<file path="src/rtl/fpga_io_pkg.sv">
// Shared types and key indices for the board-side input path.
package fpga_io_pkg;

  typedef enum logic {ENTRY, HOLD} entry_state_t;

  localparam int unsigned KEY_SHIFT  = 0;
  localparam int unsigned KEY_COMMIT = 1;
  localparam int unsigned KEY_CLEAR  = 2;
  localparam int unsigned NUM_KEYS   = 3;

endpackage

</file>
<file path="src/rtl/key_debouncer.sv">
// Two-flop synchronizer, stability counter and press-edge detector for one active-low button.
module key_debouncer #(
  parameter int unsigned DEBOUNCE_CYCLES = 500000
) (
  input  logic clk,
  input  logic rstn,
  input  logic key_n_raw,
  output logic press
);

  localparam int unsigned CntW = (DEBOUNCE_CYCLES > 1) ? $clog2(DEBOUNCE_CYCLES) : 1;

  logic            sync1_q, sync2_q;
  logic            stable_q, stable_d;
  logic            press_q, press_d;
  logic [CntW-1:0] cnt_q, cnt_d;

  always_ff @(posedge clk or negedge rstn) begin
    if (!rstn) begin
      sync1_q  <= 1'b1;
      sync2_q  <= 1'b1;
      stable_q <= 1'b1;
      cnt_q    <= '0;
      press_q  <= 1'b0;
    end else begin
      sync1_q  <= key_n_raw;
      sync2_q  <= sync1_q;
      stable_q <= stable_d;
      cnt_q    <= cnt_d;
      press_q  <= press_d;
    end
  end

  // Any sample that agrees with the stable state restarts the stability window.
  always_comb begin
    stable_d = stable_q;
    cnt_d    = '0;
    if (sync2_q != stable_q) begin
      if (cnt_q == CntW'(DEBOUNCE_CYCLES - 1)) begin
        stable_d = sync2_q;
      end else begin
        cnt_d = cnt_q + CntW'(1);
      end
    end
    press_d = stable_q & ~stable_d;
  end

  assign press = press_q;

endmodule

</file>
<file path="src/rtl/hex_keypad_input.sv">
// Debounced hex-word entry from slide switches, committed to the core through a valid/ack register.
// Optional INPUT_OVERRUN_EN: a commit while the previous word is unread overwrites it and sets overrun.
module hex_keypad_input
  import fpga_io_pkg::*;
#(
  parameter int unsigned REG_WIDTH       = 32,
  parameter int unsigned DEBOUNCE_CYCLES = 500000,
  parameter int unsigned SW_WIDTH        = 10
) (
  input  logic                               clk,
  input  logic                               rstn,
  input  logic [2:0]                         key_n,
  input  logic [SW_WIDTH-1:0]                sw,
  input  logic                               in_ack,
  output logic [REG_WIDTH-1:0]               in_data,
  output logic                               in_valid,
  output logic [11:0]                        entry_disp,
  output logic [$clog2(REG_WIDTH/4+1)-1:0]   digit_cnt,
  output logic                               overrun
);

  localparam int unsigned Digits = REG_WIDTH / 4;
  localparam int unsigned DigitW = $clog2(REG_WIDTH / 4 + 1);

  logic [NUM_KEYS-1:0]  press;
  logic [3:0]           sw_meta_q, sw_sync_q;
  logic                 unused_sw;
  entry_state_t         state_q, state_d;
  logic [REG_WIDTH-1:0] accum_q, accum_d;
  logic [REG_WIDTH-1:0] in_data_q, in_data_d;
  logic                 in_valid_q, in_valid_d;
  logic [DigitW-1:0]    cnt_q, cnt_d;
  logic                 press_shift, press_commit, press_clear, commit_take;

  for (genvar k = 0; k < NUM_KEYS; k++) begin : g_key
    key_debouncer #(
      .DEBOUNCE_CYCLES(DEBOUNCE_CYCLES)
    ) u_key_debouncer (
      .clk       (clk),
      .rstn      (rstn),
      .key_n_raw (key_n[k]),
      .press     (press[k])
    );
  end

  assign unused_sw    = ^sw[SW_WIDTH-1:4];
  assign press_shift  = press[KEY_SHIFT];
  assign press_commit = press[KEY_COMMIT];
  assign press_clear  = press[KEY_CLEAR];

`ifdef INPUT_OVERRUN_EN
  assign commit_take = press_commit;
`else
  // An unread word is protected; the entry stays in the accumulator.
  assign commit_take = press_commit && ((state_q == ENTRY) || in_ack);
`endif

  always_ff @(posedge clk or negedge rstn) begin
    if (!rstn) begin
      sw_meta_q  <= '0;
      sw_sync_q  <= '0;
      state_q    <= ENTRY;
      accum_q    <= '0;
      in_data_q  <= '0;
      in_valid_q <= 1'b0;
      cnt_q      <= '0;
    end else begin
      sw_meta_q  <= sw[3:0];
      sw_sync_q  <= sw_meta_q;
      state_q    <= state_d;
      accum_q    <= accum_d;
      in_data_q  <= in_data_d;
      in_valid_q <= in_valid_d;
      cnt_q      <= cnt_d;
    end
  end

  always_comb begin
    state_d   = state_q;
    accum_d   = accum_q;
    in_data_d = in_data_q;
    cnt_d     = cnt_q;
    if ((state_q == HOLD) && in_ack) begin
      state_d = ENTRY;
    end
    if (press_clear) begin
      accum_d = '0;
      cnt_d   = '0;
    end else if (press_commit) begin
      if (commit_take) begin
        in_data_d = accum_q;
        accum_d   = '0;
        cnt_d     = '0;
        state_d   = HOLD;
      end
    end else if (press_shift) begin
      accum_d = {accum_q[REG_WIDTH-5:0], sw_sync_q};
      if (cnt_q != DigitW'(Digits)) begin
        cnt_d = cnt_q + DigitW'(1);
      end
    end
    in_valid_d = (state_d == HOLD);
  end

`ifdef INPUT_OVERRUN_EN
  logic overrun_q, overrun_d;

  always_ff @(posedge clk or negedge rstn) begin
    if (!rstn) begin
      overrun_q <= 1'b0;
    end else begin
      overrun_q <= overrun_d;
    end
  end

  always_comb begin
    overrun_d = overrun_q;
    if ((state_q == HOLD) && in_ack) begin
      overrun_d = 1'b0;
    end else if ((state_q == HOLD) && press_commit && !press_clear) begin
      overrun_d = 1'b1;
    end
  end

  assign overrun = overrun_q;
`else
  assign overrun = 1'b0;
`endif

  assign in_data    = in_data_q;
  assign in_valid   = in_valid_q;
  assign entry_disp = accum_q[11:0];
  assign digit_cnt  = cnt_q;

endmodule

</file>
<file path="config.mk">
export PLATFORM = sky130hd
export DESIGN_NAME = hex_keypad_input
export DESIGN_NICKNAME = d
export VERILOG_FILES = /design/src/rtl/fpga_io_pkg.sv /design/src/rtl/key_debouncer.sv /design/src/rtl/hex_keypad_input.sv
export SDC_FILE = /design/constraint.sdc
export NUM_CORES = 1
export LEC_CHECK = 0
export CAP_MARGIN = 0
export CORE_MARGIN = 2
export CORE_UTILIZATION = 50
export CTS_CLUSTER_SIZE = 10
export DETAILED_ROUTE_END_ITERATION = 16
export GPL_ROUTABILITY_DRIVEN = 0
export PLACE_DENSITY = 0.83
export SLEW_MARGIN = 40
export SYNTH_ARGS = -nofsm -noshare
export SYNTH_HDL_FRONTEND = slang
export SYNTH_SLANG_ARGS = --single-unit
</file>
<file path="constraint.sdc">
create_clock -name clk -period 1.8 [get_ports clk]
set_input_delay 0.36 -clock clk [delete_from_list [all_inputs] [get_ports clk]]
set_output_delay 0.36 -clock clk [all_outputs]
set_load 0.02 [all_outputs]
</file>
# Word level (Yosys, flattened, before mapping)
# Cells that the tools add are included.
# totals
reg_bits	146
inputBits	16
output_inout_bits	50
elab_cells	74
# classes
n_addsub	4
n_eq_ne	8
n_mux	25
n_bitwise	8
n_reduce_logical	8
# op_table
cell	count
$mux W32	4
$mux W19	6
$add A19 B1 Y19 const B	3
$eq A19 B19 Y1 const B	3
$mux W4	5
$mux W1	10
$reduce_and A3 Y1	2
$reduce_bool A3 Y1	2
$not A1 Y1	5
$add A4 B1 Y4 const B	1
$ne A4 B4 Y1 const B	1
$and A1 B1 Y1	3
$ne A1 B1 Y1	3
$ne A3 B2 Y1 const B	1
$logic_and A1 B1 Y1	2
$reduce_and A2 Y1	1
$logic_or A1 B1 Y1	1

# Longest topological paths before layout
# Gate-level depths: netlist of run 1.
# depth
ltp_word	6
depth_mapped	7

# Hierarchy
# A second synthesis of run 1 with hierarchy kept.
# hier_totals
cells_unflattened	586
area_unflattened_um2	6565.0
# by_module_without_submodules
module	instances	cells_each	area_each_um2
key_debouncer	3	110	1122.3
hex_keypad_input	1	256	3198.1

# Worst setup path before layout of run 1
# OpenSTA, ideal clock, no wires.
# synth_path
path_type	register -> register
from	reg g_key[1].u_key_debouncer.cnt_q[11]
to	reg g_key[1].u_key_debouncer.stable_q
setup_time_ps	82
t_arrival_ps	1895
t_required_ps	1718
slack_ps	-177
stages_incl_launch_ff	5
n_path_buf	0
cell_sequence	dfrtp_1 or4b_1 or4_4 nor2_1 mux2_2
# synth_between
elab_chain_len	3
# synth_lines
element	line_no	source
start: declaration	key_debouncer.sv:16	logic [CntW-1:0] cnt_q, cnt_d;
start signal: assignment	key_debouncer.sv:29	cnt_q <= cnt_d;
$eq A19 B19 Y1	key_debouncer.sv:39	if (cnt_q == CntW'(DEBOUNCE_CYCLES - 1)) begin
$mux W1	key_debouncer.sv:39	
$mux W1	key_debouncer.sv:38	if (sync2_q != stable_q) begin
net g_key[1].u_key_debouncer.stable_d	key_debouncer.sv:14	logic stable_q, stable_d;
end signal: assignment	key_debouncer.sv:28	stable_q <= stable_d;
end: declaration	key_debouncer.sv:14	
# The timed path passes the listed nets, and every way through them passes these cells.
# A chain may end at the register's enable or synchronous reset.

# Final worst setup path of run 1
# layout_path
from	reg g_key[1].u_key_debouncer.cnt_q[5]
to	reg g_key[1].u_key_debouncer.cnt_q[14]
# layout_between
elab_chain_len	3
word_cells_on_any_way	4
classes_between	1 x add/sub; 1 x eq/ne; 2 x mux
# layout_lines
element	line_no
$add A19 B1 Y19 / $eq A19 B19 Y1 (equally long branches)	key_debouncer.sv:42, key_debouncer.sv:39
$mux W19 *	key_debouncer.sv:39
$mux W19 *	key_debouncer.sv:38
net g_key[1].u_key_debouncer.cnt_d[14]	key_debouncer.sv:16
# The timed path passes the listed nets; every way through them passes the cells marked *.

==> flow_summary.json, run 1 <==
{
  "final_max_slew_viol_count": 0,
  "cts_buffer_depth": 2,
  "vias_per_cell": 5.45,
  "drtAntennaViolNets": 0,
  "power_switching_w": 0.00150,
  "clk_pin_slew_worst_paths_ns": 0.06,
  "io_buffers": 58,
  "crit_buf_inv": 1,
  "synth.avg_cell_area_um2": 10.9,
  "cp.arrival_ns": 2.30,
  "fp.dieArea_mm2": 0.0134,
  "ir_drop_mv": 0.497,
  "met1_usage_pct": 26.5,
  "violations": "negative setup slack",
  "nNetsFinal": 687,
  "grt_max_degree": 65,
  "syn_inst": 576,
  "wl_per_cell_um": 16.1,
  "drc_errors": 0,
  "critPathTopFamily": "simple AND/OR/NAND/NOR gates",
  "core_area_mm2": 0.0121,
  "ys_ff_latch": 146,
  "drt-initial-drc-count": 256,
  "hpwl_um": 9050,
  "syn_nets": 597,
  "row_count": 40,
  "cts_sinks": 146,
  "swShare_pct": 22.0,
  "dp_slack_ns": -0.214,
  "crit_slowest_cell": "or4_4",
  "grt_pass1_vias": 4773,
  "use_met3_pct": 5.91,
  "power_frac_seq_pct": 49.0,
  "status": "complete, but fails checks",
  "ys_warn_count": 0,
  "area_growth_pct": 26.7,
  "pwr-share-clk_pct": 48.2,
  "place_inst": 809,
  "start_kind": "register",
  "worstSetupPathType": "reg -> reg",
  "clock_latency_ns": 0.43,
  "p_int_w": 0.00532,
  "p_comb_share_pct": 2.8,
  "synth_edf_count": 0,
  "io_pins": 66,
  "setup_ws_ns": -0.210,
  "grt_overflow_total": 0,
  "cts_htree_levels": 4,
  "crit_fanout": 18,
  "synth_ff_type": "dfrtp_1",
  "die_x_um": 116,
  "fin_crit_ns": 2.01,
  "syn_area_mm2": 0.00625,
  "crit_path_end_kind": "register",
  "synthTopCellsByArea": "dfrtp_1 55%, mux2_2 6.3%, nand2_1 5.2%, dfstp_2 3.8%, o21ai_0 3.5%",
  "yosysTopAreaCell": "dfrtp_1",
  "drv_cap": 0,
  "drive_gt1_share_pct": 21.8,
  "die_y_um": 116,
  "final_cells": 847,
  "cts_root_buf": "clkbuf_16",
  "cp_cell_sequence": "or4b_1 > or4_4 > o21ai_4 > buf_12 > a21oi_1",
  "fin_crit_sh_pct": 112,
  "synth_top_cell_area_share_pct": 54.8,
  "antenna_cells": 0,
  "final_cell_mix": "134 x dfrtp_1, 86 x nand2_1, 46 x nor2_1",
  "wirelength_um": 13600,
  "hold_path_class": "reg -> reg",
  "dr.pass1.iters": 4,
  "required_ns": 2.09,
  "initial_core_util_pct": 51.6,
  "hold_viol": 0,
  "worst-r2r-cell-count": 5,
  "setup_viol": 20,
  "holdPathStages": 0,
  "final_common_cell": "dfrtp_1",
  "async_reset_ff_share_pct": 100,
  "p_leak_nw": 3.68,
  "synth_cell_type_count": 50,
  "grt_pass1_wl_um": 22900,
  "r2r-start": "g_key[1].u_key_debouncer.cnt_q[5]$_DFF_PN0_",
  "r2r_slack_ns": -0.21,
  "track_usage_pct": 22.1,
  "cellPowerDensity_mw_per_mm2": 862,
  "yosysSeqAreaShare_pct": 58.6,
  "fmax_mhz": 497,
  "rsz0062_at_grt": "true",
  "antenna_found_initial": 0,
  "grt_busiest_layer": "met2",
  "hold_start": "sw_meta_q[2]$_DFF_PN0_",
  "vias": 4620,
  "cts_buffers": 17,
  "use_met2_pct": 38.9,
  "cts_tree": "done",
  "finish.utilization_pct": 65.4,
  "slowest_delay_ns": 0.59,
  "r2r-end": "g_key[1].u_key_debouncer.cnt_q[14]$_DFF_PN0_",
  "worstHoldEndpoint": "sw_sync_q[2]$_DFF_PN0_",
  "skew_ns": 0.00803
}
## kinds of logic after synthesis
group	after synthesis	share of synthesized area (%)
compound gates	74	6.68
xor+xnor	39	5.46
fa+ha+maj	5	1.00
buf+inv	45	3.68
flops	146	58.6
mux	36	6.46
other cells	1	0.0600
simple gates	230	18.0
## what timing repair did
action                     CTS  global route
gates cloned                 0             0
hold buffers                 1             0
setup endpoints to repair   38            41
hold endpoints to repair    34             0
resized for setup           21            23
pin swaps                    4             2
setup buffers                1             4
## cell type report
| class | instances | area (µm²) |
|---|---|---|
| Clock buffer | 19 | 443 |
| Clock inverter | 13 | 111 |
| Fill cell | 901 | 4190 |
| Inverter | 10 | 37.5 |
| Multi-Input combinational cell | 385 | 2450 |
| Sequential cell | 146 | 3670 |
| Tap cell | 168 | 210 |
| Timing Repair Buffer | 106 | 1000 |
## cell usage after synthesis (2+ instances only)
master     count
nor4_1         5
nor3_1         9
nor2_1        49
ha_1           5
inv_1         10
o31ai_1        6
nor3b_1        2
dfstp_2        9
nand4bb_1      2
buf_4         13
xor2_1        15
mux2_2        35
xnor2_1       24
a21oi_1       16
or3_1         10
nand4_1       17
nand3b_1       2
o21ai_0       44
and3b_1        2
clkbuf_1      16
or2_2          2
and3_1         4
or4_1          8
dfrtp_1      137
nand2_1       86
nand3_1       16
and4_1         3
buf_2          3
and2_1         5
## through the flow
stage | power [W] | area, µm² | setup TNS (ns) | hold WS (ns)
finish | 0.00682 | 7920 | -3.66 | 0.347
global route | 0.00705 | 7920 | -4.45 | 0.334
CTS | 0.00686 | 7810 | -3.41 | 0.334
detailed placement | 0.00358 | 7240 | -10.34 | 0.322
global placement | 0.00357 | 7240 | -8.97 | 0.312
floorplan | 0.00346 | 6260 | -2.26 | 0.0644
## layer usage
| metal | vias to the layer above | routed length (µm) |
|---|---|---|
| met5 | - | 0 |
| li1 | 2152 | - |
| met2 | 119 | 7240 |
| met4 | 0 | 217 |
| met3 | 21 | 590 |
| met1 | 2328 | 5570 |
## power by group through the flow
| stage | combinational (W) | clock, W | sequential, W |
|---|---|---|---|
| 6_report | 0.000192 | 0.00329 | 0.00334 |
| 5_1_grt | 0.000219 | 0.00348 | 0.00335 |
| 4_1_cts | 0.000184 | 0.00333 | 0.00335 |
| 3_3_place_gp | 0.000173 | 0 | 0.00340 |
| 2_1_floorplan | 0.0000588 | 0 | 0.00340 |
| 3_5_place_dp | 0.000180 | 0 | 0.00340 |
## registers in the layout, indices dropped and copies added, names as in the netlist, 3 cells and up
signal	flops
accum_q	32
digit_cnt	4
g_key.u_key_debouncer.cnt_q	57
g_key.u_key_debouncer.press	3
g_key.u_key_debouncer.stable_q	3
g_key.u_key_debouncer.sync1_q	3
g_key.u_key_debouncer.sync2_q	3
in_data	32
sw_meta_q	4
sw_sync_q	4
## worst max-delay path by stage
stage                                            startpoint                                      endpoint  slack, ns  cells after the start
2_1_floorplan  g_key[1].u_key_debouncer.cnt_q[11]$_DFF_PN0_   g_key[1].u_key_debouncer.stable_q$_DFF_PN1_      -0.18                      4
3_3_place_gp   g_key[1].u_key_debouncer.cnt_q[14]$_DFF_PN0_   g_key[1].u_key_debouncer.stable_q$_DFF_PN1_      -0.18                      4
3_5_place_dp   g_key[1].u_key_debouncer.cnt_q[14]$_DFF_PN0_   g_key[1].u_key_debouncer.stable_q$_DFF_PN1_      -0.21                      4
4_1_cts         g_key[1].u_key_debouncer.cnt_q[5]$_DFF_PN0_  g_key[1].u_key_debouncer.cnt_q[17]$_DFF_PN0_      -0.20                      5
5_1_grt         g_key[1].u_key_debouncer.cnt_q[5]$_DFF_PN0_  g_key[1].u_key_debouncer.cnt_q[14]$_DFF_PN0_      -0.26                      5
6_report        g_key[1].u_key_debouncer.cnt_q[5]$_DFF_PN0_  g_key[1].u_key_debouncer.cnt_q[14]$_DFF_PN0_      -0.21                      5
Power figures use the tool's default switching activity.
==> run 2, diff against run 1 <==
Settings changed: CAP_MARGIN 0 to unset, CORE_UTILIZATION 50 to 51, PLACE_DENSITY 0.83 to 0.84.
==> run 2 against run 1 <==
  * The run still ends with negative setup slack left
  * Flip-flop and latch count unchanged
  * Clock power increased by 6.1%
  * Clock-buffer cell count up 5
  * Critical endpoint is now g_key[1].u_key_debouncer.stable_q$_DFF_PN1_
  * Non-clock buffer count is 2 lower
  * Final area rose by 0.21%
  * First-iteration DRC count grew 34%
  * Critical path depth decreased by 1
  * Routed wire length down 3.2%
  * Die area shrank 1.9%
==> flow_summary.json, run 2 (synthesis gave the netlist of run 1 again) <==
{
  "pwr-share-clk_pct": 49.7,
  "clk_pin_slew_worst_paths_ns": 0.06,
  "io_pins": 66,
  "skew_ns": 0.00632,
  "fmax_mhz": 504,
  "grt_pass1_wl_um": 21900,
  "cellPowerDensity_mw_per_mm2": 884,
  "setup_ws_ns": -0.186,
  "initial_core_util_pct": 52.1,
  "cp.arrival_ns": 2.33,
  "crit_fanout": 2,
  "area_growth_pct": 26.9,
  "die_x_um": 115,
  "antenna_found_initial": 0,
  "fillCellCount": 843,
  "clock_latency_ns": 0.42,
  "vias": 4588,
  "grt_max_degree": 65,
  "fp.dieArea_mm2": 0.0132,
  "p_int_w": 0.00557,
  "final_max_slew_viol_count": 0,
  "violations": "negative setup slack",
  "seqCellArea_mm2": 0.00366,
  "top_register": "g_key.u_key_debouncer.cnt_q",
  "crit_path_end_kind": "register",
  "drv_cap": 0,
  "hold_path_class": "in -> async",
  "largest_register_ffs": 57,
  "wirelength_um": 13200,
  "fin_crit_sh_pct": 110,
  "p_comb_share_pct": 2.6,
  "dp_slack_ns": -0.203,
  "cts_tree": "done",
  "drt-initial-drc-count": 342,
  "cts_buffer_depth": 2,
  "antenna_cells": 0,
  "final_common_cell": "dfrtp_1",
  "setup_viol": 20,
  "grt_pass1_vias": 4646,
  "swShare_pct": 20.6,
  "fin_crit_ns": 1.99,
  "wl_per_cell_um": 16.0,
  "multi_input_area_mm2": 0.00247,
  "cts_buffers": 17,
  "drc_errors": 0,
  "cts_root_buf": "clkbuf_16",
  "cts_htree_levels": 4,
  "drtAntennaViolNets": 0,
  "track_usage_pct": 21.2,
  "required_ns": 2.14,
  "p_leak_nw": 3.59,
  "grt_overflow_total": 0,
  "core_area_mm2": 0.0120,
  "status": "complete, but fails checks",
  "io_buffers": 58,
  "dr.pass1.iters": 5,
  "power_switching_w": 0.00145,
  "vias_per_cell": 5.57,
  "nNetsFinal": 685,
  "hold_viol": 0,
  "ir_drop_mv": 0.486,
  "die_y_um": 115,
  "finish.utilization_pct": 66.1,
  "fin_tns_setup_ns": -3.16,
  "worstSetupPathType": "reg -> reg",
  "final_cell_mix": "137 x dfrtp_1, 86 x nand2_1, 46 x nor2_1",
  "row_count": 40,
  "cts_sinks": 146,
  "power_frac_seq_pct": 47.7,
  "power_w": 0.00702,
  "hpwl_um": 8360,
  "drive_gt1_share_pct": 20.7,
  "start_kind": "register",
  "rsz0062_at_grt": "true"
}
-- run 2: critical path, cell delays in order, from the launching register on --
cell and delay [ns]:
dfrtp_1 0.38, or4b_1 0.53, or4_4 0.57, nor2_4 0.13, mux2_4 0.31
-- run 2: metal layers --
layer / vias up / global-route usage, % / part of all wire (%) / routed length, µm
met3: 24 / 5.96 / 4.7 / 618
met4: 0 / 9.00 / 2.3 / 298
met2: 117 / 35.5 / 52 / 6800
met5: - / 0 / 0 / 0
li1: 2155 / - / - / -
met1: 2292 / 26.1 / 41 / 5460
-- run 2: power groups by stage --
stage / Sequential (W) / Combinational, W / Clock (W)
6_report: 0.00334 / 0.000185 / 0.00349
5_1_grt: 0.00335 / 0.000213 / 0.00368
4_1_cts: 0.00335 / 0.000182 / 0.00355
3_5_place_dp: 0.00340 / 0.000179 / 0
3_3_place_gp: 0.00340 / 0.000171 / 0
2_1_floorplan: 0.00340 / 0.0000588 / 0
-- run 2: area by class of cell --
cell class,count,share of cell area (%)
Sequential cell,146,46.2
Timing Repair Buffer,104,12.5
Multi-Input combinational cell,385,31.1
Clock inverter,7,1.25
Tap cell,147,2.32
Inverter,10,0.473
Clock buffer,24,6.20
-- run 2: path summary, 6_finish.rpt --
path,from,endpoint,slack [ns],depth (start not counted)
worst max-delay path,g_key[1].u_key_debouncer.cnt_q[14]$_DFF_PN0_,g_key[1].u_key_debouncer.stable_q$_DFF_PN1_,-0.19,4
worst max register to register,g_key[1].u_key_debouncer.cnt_q[14]$_DFF_PN0_,g_key[1].u_key_debouncer.stable_q$_DFF_PN1_,-0.19,4
worst min-delay path,rstn,accum_q[17]$_DFFE_PN0P_,0.33,2
min in group clk,key_n[0],g_key[0].u_key_debouncer.sync1_q$_DFF_PN1_,0.34,1
max in group asynchronous,rstn,g_key[0].u_key_debouncer.sync2_q$_DFF_PN1_,0.86,3
worst min register to register,sw_meta_q[3]$_DFF_PN0_,sw_sync_q[3]$_DFF_PN0_,0.34,0
-- run 2: repair_timing --
action / in CTS / in global routing
endpoints found under the setup margin: 40 / 40
setup buffers: 0 / 5
hold endpoints to repair: 13 / 0
pin swaps: 4 / 4
gates cloned: 0 / 1
hold buffers: 1 / 0
resized for setup: 23 / 15
-- run 2: stage by stage --
step                area, µm²  instances  hold WS [ns]
floorplan                6260        576        0.0644
global placement         7220        785         0.199
detailed placement       7220        785         0.199
CTS                      7820        817         0.325
global route             7940        823         0.324
finish                   7940        823         0.334
==> run 3, diff against run 2 <==
Settings changed: CELL_PAD_IN_SITES_DETAIL_PLACEMENT set to 0, CELL_PAD_IN_SITES_GLOBAL_PLACEMENT set to 1, CORE_UTILIZATION 51 to 40, PLACE_DENSITY 0.84 to 0.83.
==> run 3 against run 2 <==
  * Worst setup slack worse by 0.0025 ns
  * Flip-flop and latch count unchanged
  * Clock power about the same
  * Die area up 26%
  * Critical endpoint unchanged
  * Final area up 1.2%
  * Clock skew down 0.00073 ns
  * Register-to-register slack about the same
  * The flow still finishes with violations (negative setup slack)
  * Final cell count up 8.4%
  * Routed wire length down 7.7%
  * Clock-buffer cell count down 2
  * Non-clock buffer count up 4
  * Critical path type unchanged
==> flow_summary.json, run 3 (synthesis gave the netlist of run 1 again) <==
{
  "grt_overflow_total": 0,
  "drc_errors": 0,
  "hold_viol": 0,
  "wirelength_um": 12200,
  "crit_fanout": 2,
  "start_kind": "register",
  "p_int_w": 0.00561,
  "core_area_mm2": 0.0153,
  "vias_per_cell": 4.96,
  "hold_path_class": "in -> reg",
  "antenna_cells": 0,
  "rsz0062_at_grt": "true",
  "track_usage_pct": 15.5,
  "die_x_um": 129,
  "area_growth_pct": 28.4,
  "final_cells": 892,
  "pwr-share-clk_pct": 49.5,
  "p_leak_nw": 3.57,
  "drv_cap": 0,
  "hold_start": "key_n[0]",
  "grt_pass1_wl_um": 20500,
  "drt-initial-drc-count": 294,
  "r2r-start": "g_key[1].u_key_debouncer.cnt_q[14]$_DFF_PN0_",
  "worst-r2r-cell-count": 4,
  "largest_register_ffs": 57,
  "swShare_pct": 20.1,
  "cp.arrival_ns": 2.33,
  "multi_input_area_mm2": 0.00245,
  "r2r-end": "g_key[1].u_key_debouncer.stable_q$_DFF_PN1_",
  "postLayoutCellArea_mm2": 0.00803,
  "r2r_slack_ns": -0.19,
  "p_comb_share_pct": 2.8,
  "final_common_cell": "dfrtp_1",
  "drive_gt1_share_pct": 21.1,
  "power_frac_seq_pct": 47.7,
  "grt_pass1_vias": 4393,
  "fin_crit_ns": 1.99,
  "seqCellArea_mm2": 0.00366,
  "drtAntennaViolNets": 0,
  "skew_ns": 0.00559,
  "setup_viol": 20,
  "violations": "negative setup slack",
  "ir_drop_mv": 0.699,
  "status": "complete, but fails checks",
  "crit_path_end_kind": "register",
  "cellPowerDensity_mw_per_mm2": 875,
  "holdPathStages": 1,
  "power_switching_w": 0.00141,
  "cts_sinks": 146,
  "cts_root_buf": "clkbuf_16",
  "die_y_um": 129,
  "dr.pass1.iters": 5,
  "placed_cell_area_mm2": 0.00733,
  "setup_ws_ns": -0.188,
  "power_w": 0.00702,
  "fillCellCount": 1312,
  "fp.dieArea_mm2": 0.0167,
  "worstHoldEndpoint": "g_key[0].u_key_debouncer.sync1_q$_DFF_PN1_",
  "clk_pin_slew_worst_paths_ns": 0.06,
  "nNetsFinal": 689,
  "final_max_slew_viol_count": 0,
  "place_inst": 852,
  "io_buffers": 58,
  "antenna_found_initial": 0,
  "cts_htree_levels": 4,
  "worstSetupPathType": "reg -> reg",
  "wl_per_cell_um": 13.6,
  "hpwl_um": 8310,
  "fin_crit_sh_pct": 110,
  "vias": 4428,
  "grt_max_degree": 65,
  "row_count": 45,
  "final_cell_mix": "137 x dfrtp_1, 86 x nand2_1, 46 x nor2_1",
  "required_ns": 2.15,
  "clock_latency_ns": 0.42,
  "fmax_mhz": 503,
  "io_pins": 66,
  "initial_core_util_pct": 41.0,
  "cts_buffer_depth": 2,
  "cts_tree": "done",
  "top_register": "g_key.u_key_debouncer.cnt_q",
  "cts_buffers": 17
}
## run 3: how the worst max path moves through the flow
stage	from	end	slack (ns)
3_3_place_gp	g_key[1].u_key_debouncer.cnt_q[14]$_DFF_PN0_	g_key[1].u_key_debouncer.stable_q$_DFF_PN1_	-0.24
6_report	g_key[1].u_key_debouncer.cnt_q[14]$_DFF_PN0_	g_key[1].u_key_debouncer.stable_q$_DFF_PN1_	-0.19
3_5_place_dp	g_key[1].u_key_debouncer.cnt_q[14]$_DFF_PN0_	g_key[1].u_key_debouncer.stable_q$_DFF_PN1_	-0.26
2_1_floorplan	g_key[1].u_key_debouncer.cnt_q[11]$_DFF_PN0_	g_key[1].u_key_debouncer.stable_q$_DFF_PN1_	-0.18
5_1_grt	g_key[1].u_key_debouncer.cnt_q[14]$_DFF_PN0_	g_key[1].u_key_debouncer.cnt_q[14]$_DFF_PN0_	-0.24
4_1_cts	g_key[1].u_key_debouncer.cnt_q[14]$_DFF_PN0_	g_key[1].u_key_debouncer.stable_q$_DFF_PN1_	-0.20
## run 3: worst max-delay path: stages, from the launching register on
cell and delay (ns):
dfrtp_1 0.38, or4b_1 0.53, or4_4 0.56, nor2_2 0.12
mux2_2 0.33
## run 3: power groups by stage
stage	registers, W	clock network (W)	logic (W)
3_3_place_gp	0.00340	0	0.000181
3_5_place_dp	0.00340	0	0.000185
5_1_grt	0.00335	0.00369	0.000227
2_1_floorplan	0.00340	0	0.0000588
4_1_cts	0.00335	0.00357	0.000188
6_report	0.00335	0.00348	0.000198
## run 3: repair_timing
action	4_1_cts	5_1_grt
resized for setup	20	15
hold buffers	1	0
pin swaps	0	4
endpoints found under the setup margin	39	45
gates cloned	0	1
setup buffers	1	5
hold endpoints to repair	21	0
## run 3: layout make-up
class	count	share of cell area, %
Sequential cell	146	45.6
Multi-Input combinational cell	385	30.5
Timing Repair Buffer	108	12.8
Clock buffer	22	5.66
Tap cell	211	3.29
Clock inverter	10	1.67
Inverter	10	0.468
## run 3: per-stage QoR
| stage | hold slack [ns] | utilization [%] | worst slack (ns) | TNS [ns] |
|---|---|---|---|---|
| after floorplan | 0.0644 | - | -0.177 | -2.26 |
| after global placement | 0.259 | 48.1 | -0.242 | -10.49 |
| after detailed placement | 0.263 | 48.1 | -0.257 | -11.98 |
| after CTS | 0.330 | 52.0 | -0.197 | -3.29 |
| after global routing | 0.328 | 52.6 | -0.243 | -4.39 |
| final | 0.344 | 52.6 | -0.188 | -3.16 |
## run 3: metal layers
metal / vias to the layer above / GRT usage, % / wire length, µm / part of all wire, %
li1: 2163 / - / - / -
met1: 2174 / 20.1 / 5570 / 46
met2: 77 / 25.2 / 5920 / 49
met3: 14 / 4.83 / 516 / 4.2
met4: 0 / 4.80 / 149 / 1.2
met5: - / 0 / 0 / 0
